### config.mk
export PLATFORM = sky130hd
export DESIGN_NAME = latch_sync_filter
export DESIGN_NICKNAME = d
export VERILOG_FILES = /design/src/rtl/latch_sync_filter.sv
export SDC_FILE = /design/constraint.sdc
export NUM_CORES = 1
export LEC_CHECK = 0
export CAP_MARGIN = 30
export CORE_AREA = 4 4 41 43
export CTS_BUF_LIST = sky130_fd_sc_hd__clkbuf_4
export DETAILED_ROUTE_END_ITERATION = 7
export DIE_AREA = 0 0 45 47
export GPL_ROUTABILITY_DRIVEN = 0
export GPL_TIMING_DRIVEN = 0
export MAX_ROUTING_LAYER = met4
export PLACE_DENSITY = 0.61
export SLEW_MARGIN = 10
export SYNTH_ARGS = -nofsm -noshare
export SYNTH_HDL_FRONTEND = slang
export SYNTH_SLANG_ARGS = --single-unit
### constraint.sdc
create_clock -name CLK -period 1.4 [get_ports CLK]
set_clock_uncertainty 0.2 [all_clocks]
set_input_delay 0.28 -clock CLK [delete_from_list [all_inputs] [get_ports CLK]]
set_output_delay 0.28 -clock CLK [all_outputs]
set_load 0.01 [all_outputs]
### src/rtl/latch_sync_filter.sv
// Synchronizes an asynchronous level (e.g. a latch primitive's Q) and qualifies it over
// FILT_CNT consecutive enabled cycles. Optional CLR/STICKY: define LATCH_SYNC_FILTER_STICKY_EN.
module latch_sync_filter #(
  parameter logic INIT        = 1'b1,
  parameter int   SYNC_STAGES = 2,
  parameter int   FILT_CNT    = 4
) (
  input  logic CLK,
  input  logic RESET,
  input  logic CE,
  input  logic D,
  output logic Q,
  output logic RISE,
  output logic FALL,
  output logic BUSY
`ifdef LATCH_SYNC_FILTER_STICKY_EN
  ,
  input  logic CLR,
  output logic STICKY
`endif
);

  localparam int             CW       = $clog2(FILT_CNT + 1);
  localparam logic [CW-1:0]  CNT_LAST = CW'(FILT_CNT - 1);
  localparam logic [CW-1:0]  CNT_ONE  = CW'(1);

  typedef enum logic {
    STABLE = 1'b0,
    COUNT  = 1'b1
  } state_t;

  // Declaration initializers give power-up values equal to the reset values.
  state_t                 state = STABLE;
  state_t                 state_n;
  logic [CW-1:0]          cnt = '0;
  logic [CW-1:0]          cnt_n;
  logic [SYNC_STAGES-1:0] sync = {SYNC_STAGES{INIT}};
  logic                   q_r = INIT;
  logic                   rise_r = 1'b0;
  logic                   fall_r = 1'b0;
  logic                   q_n;
  logic                   rise_n;
  logic                   fall_n;
  logic                   s;

  assign s = sync[SYNC_STAGES-1];

  // Handshake-free block: CE is a plain enable; a low CE freezes all qualification state.
  always_comb begin
    state_n = state;
    cnt_n   = cnt;
    q_n     = q_r;
    rise_n  = 1'b0;
    fall_n  = 1'b0;
    if (CE) begin
      case (state)
        STABLE: begin
          if (s != q_r) begin
            if (FILT_CNT == 1) begin
              q_n    = s;
              rise_n = s;
              fall_n = ~s;
            end else begin
              state_n = COUNT;
              cnt_n   = CNT_ONE;
            end
          end
        end
        COUNT: begin
          if (s == q_r) begin
            state_n = STABLE;
            cnt_n   = '0;
          end else if (cnt == CNT_LAST) begin
            q_n     = s;
            rise_n  = s;
            fall_n  = ~s;
            cnt_n   = '0;
            state_n = STABLE;
          end else begin
            cnt_n = cnt + CNT_ONE;
          end
        end
        default: begin
          state_n = STABLE;
          cnt_n   = '0;
        end
      endcase
    end
  end

  always_ff @(posedge CLK) begin
    if (RESET) begin
      sync   <= {SYNC_STAGES{INIT}};
      state  <= STABLE;
      cnt    <= '0;
      q_r    <= INIT;
      rise_r <= 1'b0;
      fall_r <= 1'b0;
    end else begin
      if (CE) sync <= {sync[SYNC_STAGES-2:0], D};
      state  <= state_n;
      cnt    <= cnt_n;
      q_r    <= q_n;
      rise_r <= rise_n;
      fall_r <= fall_n;
    end
  end

  assign Q    = q_r;
  assign RISE = rise_r;
  assign FALL = fall_r;
  assign BUSY = (state == COUNT);

`ifdef LATCH_SYNC_FILTER_STICKY_EN
  logic sticky_r = 1'b0;

  // A new edge pulse beats a simultaneous clear so no event is ever lost.
  always_ff @(posedge CLK) begin
    if (RESET)                 sticky_r <= 1'b0;
    else if (rise_n || fall_n) sticky_r <= 1'b1;
    else if (CLR)              sticky_r <= 1'b0;
  end

  assign STICKY = sticky_r;
`else
  // No event-capture flag in this build.
`endif

endmodule

# == Yosys cells after proc, flatten, opt, wreduce, memory -nomap -nowiden ==
# Index checks and enable logic that the tools add are counted.
# word_totals
register_bits,9
input_bits,4
output_inout_bits,4
wordCells,27
# classes
n_addsub,1
n_eq_ne,4
n_mux,8
bitwise,5
reduce_logical,3
# ops
operator,count
3-bit two-way mux,3
3-bit case mux with 2 select lines,1
1-bit inverter,5
5-bit OR reduction,1
4-bit AND reduction,1
3-bit by 1-bit adder with 3-bit output (second input constant),1
3-bit by 2-bit equality test with 1-bit output (second input constant),1
1-bit two-way mux,3
2-bit != test (second input constant),1
1-bit case mux with 2 select lines,1
2-bit AND reduction,1
1-bit equality test,1
1-bit != test,1

# == Longest topological paths before layout ==
# Gate-level depths: netlist of run 1.
# logic_depth
ltp_word,4
ltp_mapped,4
ltp_nobuf,4

# == Worst setup path before layout of run 1 ==
# OpenSTA, ideal clock, no wires.
# synth_path
path_kind,flip-flop to flip-flop
from,reg q_r (netlist: Q)
to,reg cnt[1]
setup_ns,0.074
arrival_time_ns,1.094
slack_ns,0.032
stages_incl_launch_ff,4
cell_sequence,dfxtp_1 -> xor2_2 -> or3b_1 -> a31oi_1
# synth_between
elab_chain_cells,3
# synth_lines
item,line_no,source
from (decl),38,logic q_r = INIT;
from (signal assigned),103,q_r <= q_n;
1-bit equality test / 1-bit != test (equally long branches),"70, 58",
3-bit two-way mux / 2-bit != test (equally long branches),-,
3-bit case mux with 2 select lines / 2-bit AND reduction (equally long branches),-,
to (signal assigned),102,cnt <= cnt_n;
to (decl),35,logic [CW-1:0] cnt = '0;
# Several ways; a longest one is shown, not always the timed one.
# A chain may end at the register's enable or synchronous reset.

# == Final worst setup path of run 1 ==
# layout_path
from,reg sync[1]
to,reg cnt[1]
# layout_between
elab_chain_cells,3
# layout_lines
item,line_no,source
from (decl),37,logic [SYNC_STAGES-1:0] sync = {SYNC_STAGES{INIT}};
from (signal assigned),93,sync <= {SYNC_STAGES{INIT}};
from (signal assigned),100,"if (CE) sync <= {sync[SYNC_STAGES-2:0], D};"
1-bit equality test / 1-bit != test (equally long branches),"70, 58",
3-bit two-way mux / 2-bit != test (equally long branches),-,
3-bit case mux with 2 select lines / 2-bit AND reduction (equally long branches),-,
# Several ways; a longest one is shown, not always the timed one.

==> impl_metrics.csv, run 1 <==
group,metric,value,unit
critical_path,crit_required,1.39,ns
cells_and_area,layout.cells.most_common,"dfxtp_1",
drt,finalWirelength,702,um
synthesis,ys.flop_type,"dfxtp_1",
synthesis,netlist_instances,38,
sta,hold_viol,0,
clock_tree,cts_buffers,3,
floorplan,die_w,45,um
hold_path,worstHoldStart,"sync[0]",
critical_path,worst-setup-path-type,"register to register",
global_route,grt_antenna_before_repair,0,
outcome,outcome,"finished clean",
hold_path,hp-class,"register to register",
synthesis,synth_seq_cells,9,
drt,first_pass_iters,4,
synthesis,ys_top_cells_by_area,"dfxtp_1 (48%), xor2_2 (4.3%), nand3b_1 (4.0%), o211ai_1 (4.0%), ha_1 (3.3%)",
power_and_ir_drop,p_leak,0.210,nW
global_route,grt_pass1_vias,294,
global_route,grt-ovfl-total,0,
synthesis,ys_seq_area_frac,0.475,
critical_path,regToRegStartpoint,"sync[1]",
power_and_ir_drop,p_seq_frac,0.502,
hold_path,hold_depth,2,
sta,finalMaxSlewViolations,0,
critical_path,start_kind,"register",
floorplan,dieArea,2120,um^2
clock_tree,clock_latency,0.26,ns
clock_tree,cts_max_path_buffers,2,
cells_and_area,final_cell_mix,"dfxtp_1 (6), clkbuf_4 (4)",
cells_and_area,utilization,0.396,
floorplan,core,1300,um^2
place,portBuffers,7,
cells_and_area,finalInstanceArea,515,um^2
floorplan,initial_core_util,0.291,
cells_and_area,regArea,191,um^2
cells_and_area,drive_gt1_frac,0.245,
cells_and_area,multi_input_area,201,um^2
synthesis,synth-edff-count,0,
drt,avgRoutedWirePerCell,11.0,um
clock_tree,cts_hold_buf,0,
power_and_ir_drop,intPower,0.409,mW
critical_path,crit_fanout,6,
global_route,grt_pass1_wl,1250,um
power_and_ir_drop,p_comb_frac,0.074,
place,place_area,468,um^2
critical_path,reg2reg_depth,3,
clock_tree,cts_tree,"yes",
sta,period_minus_slack,1.33,ns
sta,setup_viol_count_final,0,
synthesis,mappedNetlistArea,379,um^2
floorplan,num_rows,13,
sta,grt_setup_unrepaired,"true",
flow_run,cap_violations,0,
clock_tree,clkTransAtPathRegs,0.06,ns
cells_and_area,syn_to_final_growth,36.0,%
drt,first_iter_violations,11,
critical_path,ff2ff_setup_slack,0.07,ns
sta,worstMarginPinSlew,0.270,ns
drt,drc_errors,0,
floorplan,pin_count,8,
synthesis,yosys.area.top_type,"dfxtp_1",
power_and_ir_drop,p_switching,0.123,mW
power_and_ir_drop,sw_frac_of_total,0.231,
sta,fin_crit_sh,0.950,
global_route,grt_max_degree,11,
sta,max_freq,0.752,GHz
synthesis,synth.avg_cell_area,9.98,um^2
synthesis,ys_async_sr_fraction,0,
clock_tree,htreeDepth,1,
global_route,grt_use_total,0.0892,
drt,vias,326,
place,dp_hpwl,517,um
floorplan,chipHeight,47,um
critical_path,setup.worst_path.end_class,"register",
hold_path,worst_hold_path.endpoint,"sync[1]",
synthesis,yosysUniqueCellTypes,22,
cells_and_area,diodes,0,
power_and_ir_drop,max-vdd-ir-drop,556,uV
synthesis,synthesis.nets,43,
clock_tree,cts-root-buf,"clkbuf_4",
synthesis,yosysWarningCount,0,
sta,relSlewSlack,0.820,
drt,viasPerCell,5.09,
cells_and_area,nNetsFinal,55,
power_and_ir_drop,clock_power_share,0.424,
cells_and_area,nFillCells,140,
clock_tree,clkSinkCount,9,
power_and_ir_drop,powerDensity,1030,nW/um^2
critical_path,r2r-end,"cnt[1]",
drt,final_antenna_net_count,0,
sta,setup-tns-final,0,ns
critical_path,worst_ep_arrival_time,1.32,ns
synthesis,synth_top_area_frac,0.475,
-- routing by layer --
metal	wire length [um]	track usage
met4	19	0.0702
met1	347	0.117
met3	33	0.0230
met2	302	0.113
met5	0	-
-- metrics by stage --
stage                     hold slack [ns]  instances  setup slack [ns]  power, mW
after CTS                           0.277         64           0.00849      0.539
after global placement              0.257         60            -0.329      0.312
after global routing                0.301         64           -0.0145      0.561
after detailed placement            0.263         60            -0.363      0.313
after floorplan                     0.149         38            0.0315      0.294
final                               0.272         64            0.0701      0.532
-- state kept, by name, summed over array words and instances (netlist names) --
| signal | cells |
|---|---|
| RISE | 1 |
| cnt | 3 |
| sync | 2 |
| Q | 1 |
| BUSY | 1 |
| FALL | 1 |
-- cell type report --
type                    count  share of cell area
inverters                   3              0.0218
flip-flops and latches      9               0.371
repair buffers              7               0.112
plain buffers               1             0.00971
clock buffers               4              0.0583
well taps                  15              0.0364
multi-input cells          25               0.391
-- cells by family after synthesis --
family                   after synthesis  share of synthesized area
flip-flops                             9                      0.475
AND/OR/NAND/NOR                       13                      0.218
multiplexers                           1                     0.0264
adder cells (fa/ha/maj)                1                     0.0330
buffers and inverters                  4                     0.0396
XOR/XNOR                               1                     0.0429
AO/OA/AOI/OAI                          9                      0.165
-- worst max-delay path, cell delays in order, from the launching register on --
cell	delay, ns
dfxtp_4	0.37
xor2_4	0.20
or3b_1	0.35
a31oi_1	0.15
-- power groups by stage --
stage,sequential [mW],combinational [mW],clock (mW)
3_5_place_dp,0.274,0.0383,0
2_1_floorplan,0.274,0.0205,0
6_report,0.267,0.0395,0.225
4_1_cts,0.267,0.0385,0.233
5_1_grt,0.267,0.0445,0.249
3_3_place_gp,0.274,0.0375,0
-- what timing repair did --
action                     CTS  global route
setup endpoints to repair    7             5
pin swaps                    0             3
resized for setup           10             7
setup buffers                0             0
-- worst max path at each step --
stage	from	end	slack (ns)	cells past startpoint
CTS	BUSY	BUSY	0.008	1
floorplan	Q	cnt[1]	0.03	3
global route	cnt[1]	FALL	-0.01	3
finish	sync[1]	cnt[1]	0.07	3
global placement	CE	cnt[0]	-0.33	4
detailed placement	CE	cnt[0]	-0.36	4
-- Yosys cell counts (2+ instances only) --
cell / count
dfxtp_1: 9
inv_1: 3
nand2_1: 3
a21oi_1: 2
nand2b_1: 2
nand3b_1: 2
o211ai_1: 2
(Power assumes the default switching activity.)
==> inputs of run 2 (changes only) <==
Settings changed: ABC_CLOCK_PERIOD_IN_PS set to 1400.
==> results of run 2 <==
Final layout, timing and power as in run 1 (identical DEF).
